`src/rtl/cache_pkg.sv`:
```
// Shared types and default geometry for the L1 cache controller and its storage array.
// Latency: none (declarations only).
// Backpressure: not applicable.
package cache_pkg;

    localparam int DEF_ADDR_W = 16;
    localparam int DEF_DATA_W = 16;
    localparam int DEF_IDX_W  = 3;
    localparam int DEF_TAG_W  = DEF_ADDR_W - DEF_IDX_W;

    typedef enum logic [2:0] {
        IDLE,
        COMPARE,
        WRITEBACK,
        ALLOCATE,
        RESPOND
    } state_t;

endpackage

```
`src/rtl/cache_l1_array.sv`:
```
// Direct-mapped line storage: tag/valid/dirty/data, one word per line.
// Latency: combinational read, write takes effect on the next clock edge.
// Backpressure: none, and every enabled write is accepted.
module cache_l1_array
    import cache_pkg::*;
#(
    parameter int IDX_W  = DEF_IDX_W,
    parameter int TAG_W  = DEF_TAG_W,
    parameter int DATA_W = DEF_DATA_W
) (
    input  logic              clock,
    input  logic              reset,
    input  logic [IDX_W-1:0]  i_idx,
    output logic [TAG_W-1:0]  o_tag,
    output logic              o_valid,
    output logic              o_dirty,
    output logic [DATA_W-1:0] o_data,
    input  logic              i_tag_en,
    input  logic [TAG_W-1:0]  i_tag,
    input  logic              i_valid_en,
    input  logic              i_valid,
    input  logic              i_dirty_en,
    input  logic              i_dirty,
    input  logic              i_data_en,
    input  logic [DATA_W-1:0] i_data
);

    localparam int LINES = 1 << IDX_W;

    logic [LINES-1:0]  r_valid;
    logic [LINES-1:0]  r_dirty;
    logic [TAG_W-1:0]  r_tag  [LINES];
    logic [DATA_W-1:0] r_data [LINES];

    assign o_tag   = r_tag[i_idx];
    assign o_valid = r_valid[i_idx];
    assign o_dirty = r_dirty[i_idx];
    assign o_data  = r_data[i_idx];

    // State bits: cleared by reset so every line starts invalid and clean.
    always_ff @(posedge clock or negedge reset) begin
        if (!reset) begin
            r_valid <= '0;
            r_dirty <= '0;
        end else begin
            if (i_valid_en) r_valid[i_idx] <= i_valid;
            if (i_dirty_en) r_dirty[i_idx] <= i_dirty;
        end
    end

    // Tag and data payload: never reset, because a line is only trusted when its valid bit is set.
    always_ff @(posedge clock) begin
        if (i_tag_en)  r_tag[i_idx]  <= i_tag;
        if (i_data_en) r_data[i_idx] <= i_data;
    end

endmodule

```
`src/rtl/cache_l1_ctrl.sv`:
```
// Direct-mapped write-back/write-allocate L1 controller with single-word L2 handshakes.
// Latency: hit or clean write miss = ready 2 cycles after accept; misses add L2 read and/or write time.
// Backpressure: requests are only sampled in IDLE; L2 strobes are held until l2_ready.
module cache_l1_ctrl
    import cache_pkg::*;
#(
    parameter int ADDR_W = DEF_ADDR_W,
    parameter int DATA_W = DEF_DATA_W,
    parameter int IDX_W  = DEF_IDX_W
) (
    input  logic              clock,
    input  logic              reset,
    input  logic [ADDR_W-1:0] address,
    input  logic [DATA_W-1:0] write_data,
    input  logic              read,
    input  logic              write,
    output logic [DATA_W-1:0] read_data,
    output logic              ready,
    output logic              hit_L1,
    output logic [ADDR_W-1:0] l2_address,
    output logic [DATA_W-1:0] l2_write_data,
    output logic              l2_read,
    output logic              l2_write,
    input  logic [DATA_W-1:0] l2_read_data,
    input  logic              l2_ready
);

    localparam int TAG_W = ADDR_W - IDX_W;

    state_t            r_state;
    state_t            w_next;
    logic [ADDR_W-1:0] r_addr;
    logic [DATA_W-1:0] r_wdata;
    logic              r_is_write;
    logic [DATA_W-1:0] r_read_data;
    logic              r_hit;

    logic [IDX_W-1:0]  w_idx;
    logic [TAG_W-1:0]  w_tag;
    logic [TAG_W-1:0]  w_rd_tag;
    logic              w_rd_valid;
    logic              w_rd_dirty;
    logic [DATA_W-1:0] w_rd_data;
    logic              w_hit;

    logic              w_tag_en;
    logic              w_valid_en;
    logic              w_valid;
    logic              w_dirty_en;
    logic              w_dirty;
    logic              w_data_en;
    logic [DATA_W-1:0] w_wr_data;

    assign w_idx     = r_addr[IDX_W-1:0];
    assign w_tag     = r_addr[ADDR_W-1:IDX_W];
    assign w_hit     = w_rd_valid && (w_rd_tag == w_tag);
    assign read_data = r_read_data;
    assign hit_L1    = r_hit;

    cache_l1_array #(
        .IDX_W  (IDX_W),
        .TAG_W  (TAG_W),
        .DATA_W (DATA_W)
    ) u_array (
        .clock      (clock),
        .reset      (reset),
        .i_idx      (w_idx),
        .o_tag      (w_rd_tag),
        .o_valid    (w_rd_valid),
        .o_dirty    (w_rd_dirty),
        .o_data     (w_rd_data),
        .i_tag_en   (w_tag_en),
        .i_tag      (w_tag),
        .i_valid_en (w_valid_en),
        .i_valid    (w_valid),
        .i_dirty_en (w_dirty_en),
        .i_dirty    (w_dirty),
        .i_data_en  (w_data_en),
        .i_data     (w_wr_data)
    );

    // State register; reset returns to IDLE at once, which drops the L2 strobes asynchronously.
    always_ff @(posedge clock or negedge reset) begin
        if (!reset) r_state <= IDLE;
        else        r_state <= w_next;
    end

    // Next state, array write enables and L2/ready outputs, all decoded from the current state.
    always_comb begin
        w_next        = r_state;
        w_tag_en      = 1'b0;
        w_valid_en    = 1'b0;
        w_valid       = 1'b0;
        w_dirty_en    = 1'b0;
        w_dirty       = 1'b0;
        w_data_en     = 1'b0;
        w_wr_data     = r_wdata;
        ready         = 1'b0;
        l2_read       = 1'b0;
        l2_write      = 1'b0;
        l2_address    = '0;
        l2_write_data = '0;
        case (r_state)
            IDLE: begin
                if (read || write) w_next = COMPARE;
            end
            COMPARE: begin
                if (w_hit) begin
                    if (r_is_write) begin
                        w_data_en  = 1'b1;
                        w_dirty_en = 1'b1;
                        w_dirty    = 1'b1;
                    end
                    w_next = RESPOND;
                end else if (w_rd_valid && w_rd_dirty) begin
                    w_next = WRITEBACK;
                end else if (r_is_write) begin
                    // One-word lines: a write miss overwrites the whole line, no fetch needed.
                    w_tag_en   = 1'b1;
                    w_valid_en = 1'b1;
                    w_valid    = 1'b1;
                    w_dirty_en = 1'b1;
                    w_dirty    = 1'b1;
                    w_data_en  = 1'b1;
                    w_next     = RESPOND;
                end else begin
                    w_next = ALLOCATE;
                end
            end
            WRITEBACK: begin
                // Victim tag/data come straight from the array; nothing touches the line until l2_ready.
                l2_write      = 1'b1;
                l2_address    = {w_rd_tag, w_idx};
                l2_write_data = w_rd_data;
                if (l2_ready) begin
                    w_dirty_en = 1'b1;
                    if (r_is_write) begin
                        w_tag_en   = 1'b1;
                        w_valid_en = 1'b1;
                        w_valid    = 1'b1;
                        w_dirty    = 1'b1;
                        w_data_en  = 1'b1;
                        w_next     = RESPOND;
                    end else begin
                        w_dirty = 1'b0;
                        w_next  = ALLOCATE;
                    end
                end
            end
            ALLOCATE: begin
                l2_read    = 1'b1;
                l2_address = r_addr;
                if (l2_ready) begin
                    w_tag_en   = 1'b1;
                    w_valid_en = 1'b1;
                    w_valid    = 1'b1;
                    w_dirty_en = 1'b1;
                    w_dirty    = 1'b0;
                    w_data_en  = 1'b1;
                    w_wr_data  = l2_read_data;
                    w_next     = RESPOND;
                end
            end
            RESPOND: begin
                ready  = 1'b1;
                w_next = IDLE;
            end
            default: w_next = IDLE;
        endcase
    end

    // Request capture plus the held read_data/hit_L1 results.
    always_ff @(posedge clock or negedge reset) begin
        if (!reset) begin
            r_addr      <= '0;
            r_wdata     <= '0;
            r_is_write  <= 1'b0;
            r_read_data <= '0;
            r_hit       <= 1'b0;
        end else begin
            if (r_state == IDLE && (read || write)) begin
                r_addr     <= address;
                r_wdata    <= write_data;
                r_is_write <= write;
            end
            if (r_state == COMPARE) begin
                r_hit <= w_hit;
                if (w_hit && !r_is_write) r_read_data <= w_rd_data;
            end
            if (r_state == ALLOCATE && l2_ready) r_read_data <= l2_read_data;
        end
    end

endmodule

```
`config.mk`:
```
export PLATFORM = sky130hd
export DESIGN_NAME = cache_l1_ctrl
export DESIGN_NICKNAME = d
export VERILOG_FILES = /design/src/rtl/cache_pkg.sv /design/src/rtl/cache_l1_array.sv /design/src/rtl/cache_l1_ctrl.sv
export SDC_FILE = /design/constraint.sdc
export NUM_CORES = 1
export LEC_CHECK = 0
export CORE_MARGIN = 2
export CORE_UTILIZATION = 55
export CTS_CLUSTER_DIAMETER = 80
export CTS_CLUSTER_SIZE = 10
export DETAILED_ROUTE_END_ITERATION = 7
export GPL_ROUTABILITY_DRIVEN = 0
export PLACE_DENSITY = 0.75
export SLEW_MARGIN = 30
export SYNTH_ARGS = -nofsm -noshare
export SYNTH_HDL_FRONTEND = slang
export SYNTH_SLANG_ARGS = --single-unit
```
`constraint.sdc`:
```
create_clock -name clock -period 4.1 [get_ports clock]
set_clock_uncertainty 0.15 [all_clocks]
set_input_delay 0.41 -clock clock [delete_from_list [all_inputs] [get_ports clock]]
set_output_delay 0.41 -clock clock [all_outputs]
set_load 0.02 [all_outputs]
```
==> results of run 1 <==
-- final cells by class --
cell class / instances / share of cell area (%)
repair buffers: 159 / 9.421
well taps: 319 / 2.564
clock buffers: 63 / 6.576
flip-flops and latches: 301 / 55.91
multi-input cells: 502 / 25.22
clock inverters: 3 / 0.1688
inverters: 6 / 0.1447
-- final timing paths --
path,startpoint,to,slack [ps],cells past startpoint
hold reg to reg,u_array.r_valid[1]$_DFFE_PN0P_,u_array.r_valid[1]$_DFFE_PN0P_,330,2
setup reg to reg,r_addr[0]$_DFFE_PN0P_,u_array.r_tag[0][1]$_DFFE_PP_,310,9
max in group asynchronous,reset,r_wdata[4]$_DFFE_PN0P_,2660,3
setup / recovery,r_addr[1]$_DFFE_PN0P_,l2_write_data[7],130,8
hold / removal,reset,r_wdata[15]$_DFFE_PN0P_,300,2
min in group clock,u_array.r_valid[1]$_DFFE_PN0P_,u_array.r_valid[1]$_DFFE_PN0P_,330,2
-- sequential cells by signal, summed over array words and instances (netlist names) --
name,flops
u_array.r_dirty,8
u_array.r_tag,104
hit_L1,1
r_wdata,16
u_array.r_data,128
read_data,16
r_addr,16
r_state,3
u_array.r_valid,8
r_is_write,1
-- worst max-delay path, stage by stage (launching register included) --
cell                              delay [ps]
sky130_fd_sc_hd__dfrtp_4                 620
sky130_fd_sc_hd__buf_4                   240
sky130_fd_sc_hd__buf_4                   280
sky130_fd_sc_hd__nor2_1                  190
sky130_fd_sc_hd__a221oi_1                450
sky130_fd_sc_hd__a21oi_1                 100
sky130_fd_sc_hd__a221o_1                 310
sky130_fd_sc_hd__and2_1                  170
sky130_fd_sc_hd__clkdlybuf4s50_1         530
-- layer usage --
| metal | GRT usage (%) | vias up | share of wire [%] |
|---|---|---|---|
| met5 | 0 | - | 0 |
| met4 | 9.827 | 0 | 3.1 |
| met3 | 5.452 | 73 | 8.8 |
| met2 | 41.31 | 450 | 47 |
| met1 | 37.86 | 4156 | 42 |
| li1 | - | 3615 | - |
-- cell families after synthesis --
| logic type | count (synthesis) | share of synthesized area [%] |
|---|---|---|
| flops | 301 | 67.41 |
| mux | 147 | 14.61 |
| compound gates | 171 | 8.907 |
| xor+xnor | 9 | 0.6113 |
| simple gates | 175 | 6.190 |
| buf+inv | 56 | 2.270 |
-- per-stage QoR --
stage          instance area [µm²]  cells  hold slack (ps)  utilization, %
3_3_place_gp                 14500   1286            305.6           62.34
5_1_grt                      15560   1353            345.6           66.91
2_1_floorplan                12900    859           -35.59               -
6_report                     15560   1353            300.4           66.91
3_5_place_dp                 14500   1286            311.9           62.34
4_1_cts                      15560   1353            327.9           66.90
-- what timing repair did --
action / 4_1_cts / 5_1_grt
gates resized for setup: 0 / 1
hold buffers: 1 / 0
endpoints found under the setup margin: 0 / 1
hold endpoints to repair: 42 / 0
-- cell usage in the layout (no fill, tap or decap), types with 2 or more instances in the layout --
cell type	netlist	routed
sky130_fd_sc_hd__a21o_1	5	5
sky130_fd_sc_hd__dfrtp_4	0	2
sky130_fd_sc_hd__mux4_2	21	21
sky130_fd_sc_hd__mux2i_1	48	48
sky130_fd_sc_hd__o21ai_0	7	7
sky130_fd_sc_hd__a21oi_1	75	75
sky130_fd_sc_hd__nand3_1	9	9
sky130_fd_sc_hd__xnor2_1	6	6
sky130_fd_sc_hd__buf_4	0	54
sky130_fd_sc_hd__nand2_1	30	29
sky130_fd_sc_hd__nor2_1	88	88
sky130_fd_sc_hd__mux2_4	10	10
sky130_fd_sc_hd__o21a_1	10	10
sky130_fd_sc_hd__inv_6	0	3
sky130_fd_sc_hd__clkbuf_1	28	26
sky130_fd_sc_hd__and2_1	10	10
sky130_fd_sc_hd__o22ai_1	5	5
sky130_fd_sc_hd__nor2b_1	7	6
sky130_fd_sc_hd__a22o_1	7	7
sky130_fd_sc_hd__a221oi_1	17	17
sky130_fd_sc_hd__o31ai_1	3	3
sky130_fd_sc_hd__a221o_1	7	7
sky130_fd_sc_hd__a22oi_1	12	12
sky130_fd_sc_hd__clkbuf_16	0	37
sky130_fd_sc_hd__xor2_1	3	3
sky130_fd_sc_hd__nor3_1	16	15
sky130_fd_sc_hd__inv_1	5	5
sky130_fd_sc_hd__o41ai_1	9	9
sky130_fd_sc_hd__a32o_1	2	2
sky130_fd_sc_hd__mux2_2	67	67
sky130_fd_sc_hd__nand2b_1	6	6
sky130_fd_sc_hd__a211oi_1	3	3
sky130_fd_sc_hd__o32ai_1	2	2
sky130_fd_sc_hd__dfrtp_1	69	66
sky130_fd_sc_hd__edfxtp_1	232	232
sky130_fd_sc_hd__nor3_2	1	2
sky130_fd_sc_hd__clkdlybuf4s50_1	0	103
-- power by group through the flow --
stage | combinational, µW | sequential, µW | clock [µW]
after floorplan | 3100 | 4720 | 0
after global routing | 5030 | 4950 | 3020
after CTS | 4680 | 4860 | 2900
after global placement | 4540 | 4880 | 0
final | 4700 | 4870 | 2880
after detailed placement | 4630 | 4910 | 0
==> summary.md, run 1 <==
| Metric | Value |
|---|---|
| Outcome | `finished, final reports clean` |
| Cell taking the most area after synthesis | `sky130_fd_sc_hd__edfxtp_1` |
| Area of the die | `24690 µm²` |
| Worst-margin pin slew | `~790 ps` |
| Global-route usage over all layers | `between 20% and 30%` |
| Number of buffers added for setup after CTS | `0` |
| Pin count of the biggest net entering global routing | `53` |
| Number of nets at the end of the flow | `approximately 1100` |
| Number of unique standard cell types used by synthesis | `53` |
| Number of enable flip-flop cells after synthesis | `232` |
| Cell types with the largest area share after synthesis | `sky130_fd_sc_hd__edfxtp_1, sky130_fd_sc_hd__dfrtp_1, sky130_fd_sc_hd__mux2_2` |
| Cts bufs inserted | `36` |
| CTS tree | `yes` |
| Starting DRC count in detailed routing | `826` |
| Antenna diode instance count | `0` |
| Drt via density | `roughly 6.1` |
| Static Leak | `0.005514 µW` |
| Vias in the first global route | `around 8300` |
| Min Clock Period, post-route | `around 4000 ps` |
| Fraction of power spent switching nets | `between 30 and 40%` |
| Routed wire per std cell | `23.86 µm` |
| Initial antenna violation count | `0` |
| Logic gate share of total power | `~38%` |
| Core outline area | `23260 µm²` |
| Final total negative setup slack | `0 ps` |
| Share of synthesized area occupied by flip-flops and latches | `between 60 and 70%` |
| Max-Cap Viols | `0` |
| Total Routed Length | `32290 µm` |
| Setup repair after global routing missed its margin | `no` |
| Clock tree buffer depth | `3` |
| Area added between synthesis and finish | `20.69%` |
| Switching power | `approximately 4500 µW` |
| Area occupied by multi-input gates | `3925 µm²` |
| Nets in the synthesized netlist | `between 900 and 1000` |
| FILL cells | `about 1600` |
| Synth Area per Inst | `~15 µm²` |
| Flop and latch count out of synthesis | `approximately 300` |
| FFs w/ async S/R, synth | `22.92%` |
| Portion of total power attributed to sequential cells | `around two fifths` |
| Largest fanout on the critical path | `20` |
| Required time of the worst setup path | `~3500 ps` |
| Cell with the most instances after synthesis | `sky130_fd_sc_hd__edfxtp_1` |
| Crit start category | `flip-flop` |
| Kind of end point of the critical path | `primary output` |
| Remaining routing DRC violations | `0` |
| Hold/Removal Path Class | `in2async` |
| Share of cells above drive strength 1 | `approximately 20%` |
| Ranking of synthesized cells by instance count | `sky130_fd_sc_hd__edfxtp_1, sky130_fd_sc_hd__nor2_1, sky130_fd_sc_hd__a21oi_1` |
| Netlist Area Pre-Place | `12900 µm²` |
| Global-route wire length before repair | `roughly 49000 µm` |
| HPWL reported at the end of detailed placement | `roughly 20000 µm` |
| Worst Path Class, Setup | `reg2out` |
| Count of pins on the block boundary | `105` |
| Most used DFF post-synth | `sky130_fd_sc_hd__edfxtp_1` |
| Sequential cell area in the final layout | `roughly 8700 µm²` |
| Vert. Die Dim | `between 150 and 200 µm` |
| Final hold violation count | `0` |
| Residual overflow from global routing | `0` |
| YS warnings | `0` |
| Total vias in the final route | `8294` |
| Share of the synthesized area in the top cell type | `a little over half` |
| Overall power consumption | `12460 µW` |
| Horiz. Die Dim | `157.1 µm` |
| Clock transition at path regs | `~60 ps` |
| Later-pin clock latency in the skew report | `510 ps` |
| Drt pass-1 iters | `7` |
| # clock sinks | `approximately 300` |
| Post-route clock period utilization | `a little over nine tenths` |
| Worst setup slack after placement | `377.9 ps` |
| Part of the power in the clock network | `a little under a quarter` |
| Worst setup slack after layout | `approximately 130 ps` |
| Final setup violation count | `0` |
| Number of routed nets with antenna violations | `0` |
| Max-slew violation count | `0` |
| Post-Synthesis Cells | `about 860` |
| Internal Pwr Total | `about 8000 µW` |
| Initial standard-cell utilization of the core | `between 50% and 60%` |
| H-tree levels | `2` |
| Clock tree root driver cell | `sky130_fd_sc_hd__clkbuf_16` |
| Number of core rows | `56` |
| Achievable frequency | `~250 MHz` |
| Peak supply drop | `roughly 0.55 mV` |
| Tightest slew margin relative to the limit | `47.39%` |
| # port buffers | `104` |
| Arrival time reported for the critical path endpoint | `between 3000 and 4000 ps` |
| Power density over the cells | `between 800 and 900 nW/µm²` |
No activity file was read; power rests on OpenSTA's default activity.
==> run 2: changes to the inputs <==
- CORE_UTILIZATION: 55 -> 52
- PLACE_DENSITY: 0.75 -> 0.74
- clock period: 4.1 -> 3.54 ns (I/O delays scaled with it)
==> run 2 against run 1 <==
Hold slack worse by 38 ps. Critical endpoint is now l2_write_data[4]. Largest cell class unchanged. Non-clock buffer count is 30 higher. Flip-flop and latch count did not move. Total power is 20% higher. Sequential power is 14% higher. Setup slack got worse by 58 ps. Critical path depth grew 2. Critical path type unchanged. Combinational power grew 29%. Global-route usage shrank 1.4 points. Cell area increased by 3.3%. Clock power up 15%. Final cell count grew 2.6%.
==> summary.md, run 2 (synthesized netlist as in run 1, its figures left out) <==
| Metric | Value |
|---|---|
| Total vias in the final route | `8411 (+1.4%)` |
| Remaining routing DRC violations | `0 (unchanged)` |
| Hold/Removal Path Class | `in2reg` |
| HPWL reported at the end of detailed placement | `20520 µm (+1.8%)` |
| Post-route clock period utilization | `just under 100%` |
| Drt via density | `6.060 (-1.1%)` |
| Worst Path Class, Setup | `reg2out` |
| Required time of the worst setup path | `3040 ps (-500 ps)` |
| Core outline area | `24320 µm² (+4.5%)` |
| Number of nets at the end of the flow | `1089 (+2.8%)` |
| # clock sinks | `301 (unchanged)` |
| Final total negative setup slack | `0 ps (unchanged)` |
| Largest fanout on the critical path | `10 (-50%)` |
| Vert. Die Dim | `161.5 µm (+2.8%)` |
| Number of routed nets with antenna violations | `0 (unchanged)` |
| Initial antenna violation count | `0 (unchanged)` |
| Worst-margin pin slew | `727.6 ps (-61.50 ps)` |
| Total Routed Length | `33050 µm (+2.4%)` |
| Peak supply drop | `0.6211 mV (+13%)` |
| Achievable frequency | `between 200 and 300 MHz` |
| Crit start category | `flip-flop` |
| Final setup violation count | `0 (unchanged)` |
| Min Clock Period, post-route | `3464 ps` |
| Clock transition at path regs | `50 ps (about the same)` |
| Setup repair after global routing missed its margin | `yes` |
| Number of core rows | `57 (+1.8%)` |
| GRT met2 Usage | `40.21% (-1.1 points)` |
| Horiz. Die Dim | `161.5 µm (+2.8%)` |
| Cts bufs inserted | `36 (unchanged)` |
| Global-route wire length before repair | `49670 µm (+1.6%)` |
| Routed wire per std cell | `23.81 µm (-0.22%)` |
| Static Leak | `0.005857 µW (+6.2%)` |
| Area added between synthesis and finish | `24.73%` |
| Max-Cap Viols | `0 (unchanged)` |
| CTS tree | `yes` |
| Later-pin clock latency in the skew report | `510 ps (about the same)` |
| Fraction of met1 tracks used by global routing | `35.82% (-2.0 points)` |
| Most frequent standard cell in the layout excluding fill and tap cells | `sky130_fd_sc_hd__edfxtp_1` |
| Initial standard-cell utilization of the core | `53.03% (-2.4 points)` |
| H-tree levels | `2 (unchanged)` |
| Final hold violation count | `0 (unchanged)` |
| Tightest slew margin relative to the limit | `51.49% (+4.1 points)` |
| Residual overflow from global routing | `0 (unchanged)` |
| Power density over the cells | `927.9 nW/µm² (+16%)` |
| Vias in the first global route | `8347 (+0.83%)` |
| Max reg flops | `128 (unchanged)` |
| Arrival time reported for the critical path endpoint | `2960 ps (-450 ps)` |
| Post-layout utilization of the core | `66.14% (-0.77 points)` |
| Clock tree buffer depth | `3 (unchanged)` |
| Largest register by flop count | `u_array.r_data` |
| Max-slew violation count | `0 (unchanged)` |
| M3 GR Usage | `5.213% (-0.24 points)` |
| Antenna diode instance count | `0 (unchanged)` |
| Global-route usage over all layers | `25.28% (-1.4 points)` |
| Most congested layer reported by global routing | `met2` |
| Pin count of the biggest net entering global routing | `70 (+32%)` |
| Area of the die | `26080 µm² (+5.6%)` |
| Share of cells above drive strength 1 | `23.40% (+3.7 points)` |
| Registers with the most flip-flops | `u_array.r_data x128, u_array.r_tag x104` |
| Count of pins on the block boundary | `105 (unchanged)` |
| Clock tree root driver cell | `sky130_fd_sc_hd__clkbuf_16` |
| Kind of end point of the critical path | `primary output` |
| Most frequent cells in the layout | `sky130_fd_sc_hd__edfxtp_1, sky130_fd_sc_hd__clkdlybuf4s50_1, sky130_fd_sc_hd__nor2_1` |
| Starting DRC count in detailed routing | `969 (+17%)` |
| Drt pass-1 iters | `6 (-1)` |
| # port buffers | `104 (unchanged)` |
| Outcome | `finished, final reports clean` |
[run 2: changes by cell type in the layout (fill, tap and decap cells not counted), sizes merged]
cell | before | now
buf | 55 | 85
clkdlybuf4s50 | 103 | 92
dlymetal6s2s | 0 | 6
dlygate4sd2 | 0 | 5
[run 2: stage by stage]
step | power (µW) | hold slack (ps) | area, µm² | worst slack (ps) | std cells
global placement | 11180 | 302.6 | 14840 | -85.55 | 1312
detailed placement | 11350 | 289.1 | 14850 | -134.9 | 1312
global route | 15580 | 300.1 | 16090 | -21.84 | 1388
floorplan | 9054 | -91.59 | 12900 | 159.8 | 859
CTS | 14800 | 252.4 | 15990 | 10.37 | 1386
finish | 14930 | 262.9 | 16090 | 75.77 | 1388
[run 2: metal layers]
metal,routed length [µm],vias to the layer above
met1,13810,4228
li1,-,3686
met3,2935,59
met2,15680,438
met5,0,-
met4,617,0
[run 2: what timing repair did]
action,CTS,global route
hold buffers,1,0
resized for setup,13,21
endpoints found under the hold margin,69,0
endpoints found under the setup margin,139,48
buffers inserted,7,2
[run 2: final timing paths]
path	from	endpoint	slack [ps]	depth (start not counted)
max in group asynchronous	reset	r_addr[2]$_DFFE_PN0P_	2340	2
worst min register to register	u_array.r_valid[6]$_DFFE_PN0P_	u_array.r_valid[6]$_DFFE_PN0P_	330	2
min in group asynchronous	reset	r_wdata[0]$_DFFE_PN0P_	290	2
worst min-delay path	address[0]	r_addr[0]$_DFFE_PN0P_	260	3
worst max register to register	r_addr[0]$_DFFE_PN0P_	u_array.r_data[6][7]$_DFFE_PP_	150	11
worst max-delay path	r_addr[0]$_DFFE_PN0P_	l2_write_data[4]	80	10
[run 2: layout make-up]
class,count,area [µm²]
well taps,324,405.4
repair buffers,189,1898
clock buffers,63,1023
flip-flops and latches,301,8705
inverters,6,22.52
multi-input cells,502,4005
fillers,1662,8234
clock inverters,3,26.28
[run 2: power by group]
group | internal, µW | switching, µW
Clock | 1960 | 1350
Combinational | 2640 | 3430
Sequential | 4990 | 558
[run 2: worst max-delay path, stage by stage (launching register included)]
cell	delay, ps
sky130_fd_sc_hd__dfrtp_4	520
sky130_fd_sc_hd__buf_4	180
sky130_fd_sc_hd__inv_2	160
sky130_fd_sc_hd__buf_6	180
sky130_fd_sc_hd__nor2_1	50
sky130_fd_sc_hd__buf_4	190
sky130_fd_sc_hd__a221oi_2	290
sky130_fd_sc_hd__a21oi_1	90
sky130_fd_sc_hd__a221o_1	300
sky130_fd_sc_hd__and2_1	170
sky130_fd_sc_hd__dlygate4sd2_1	330
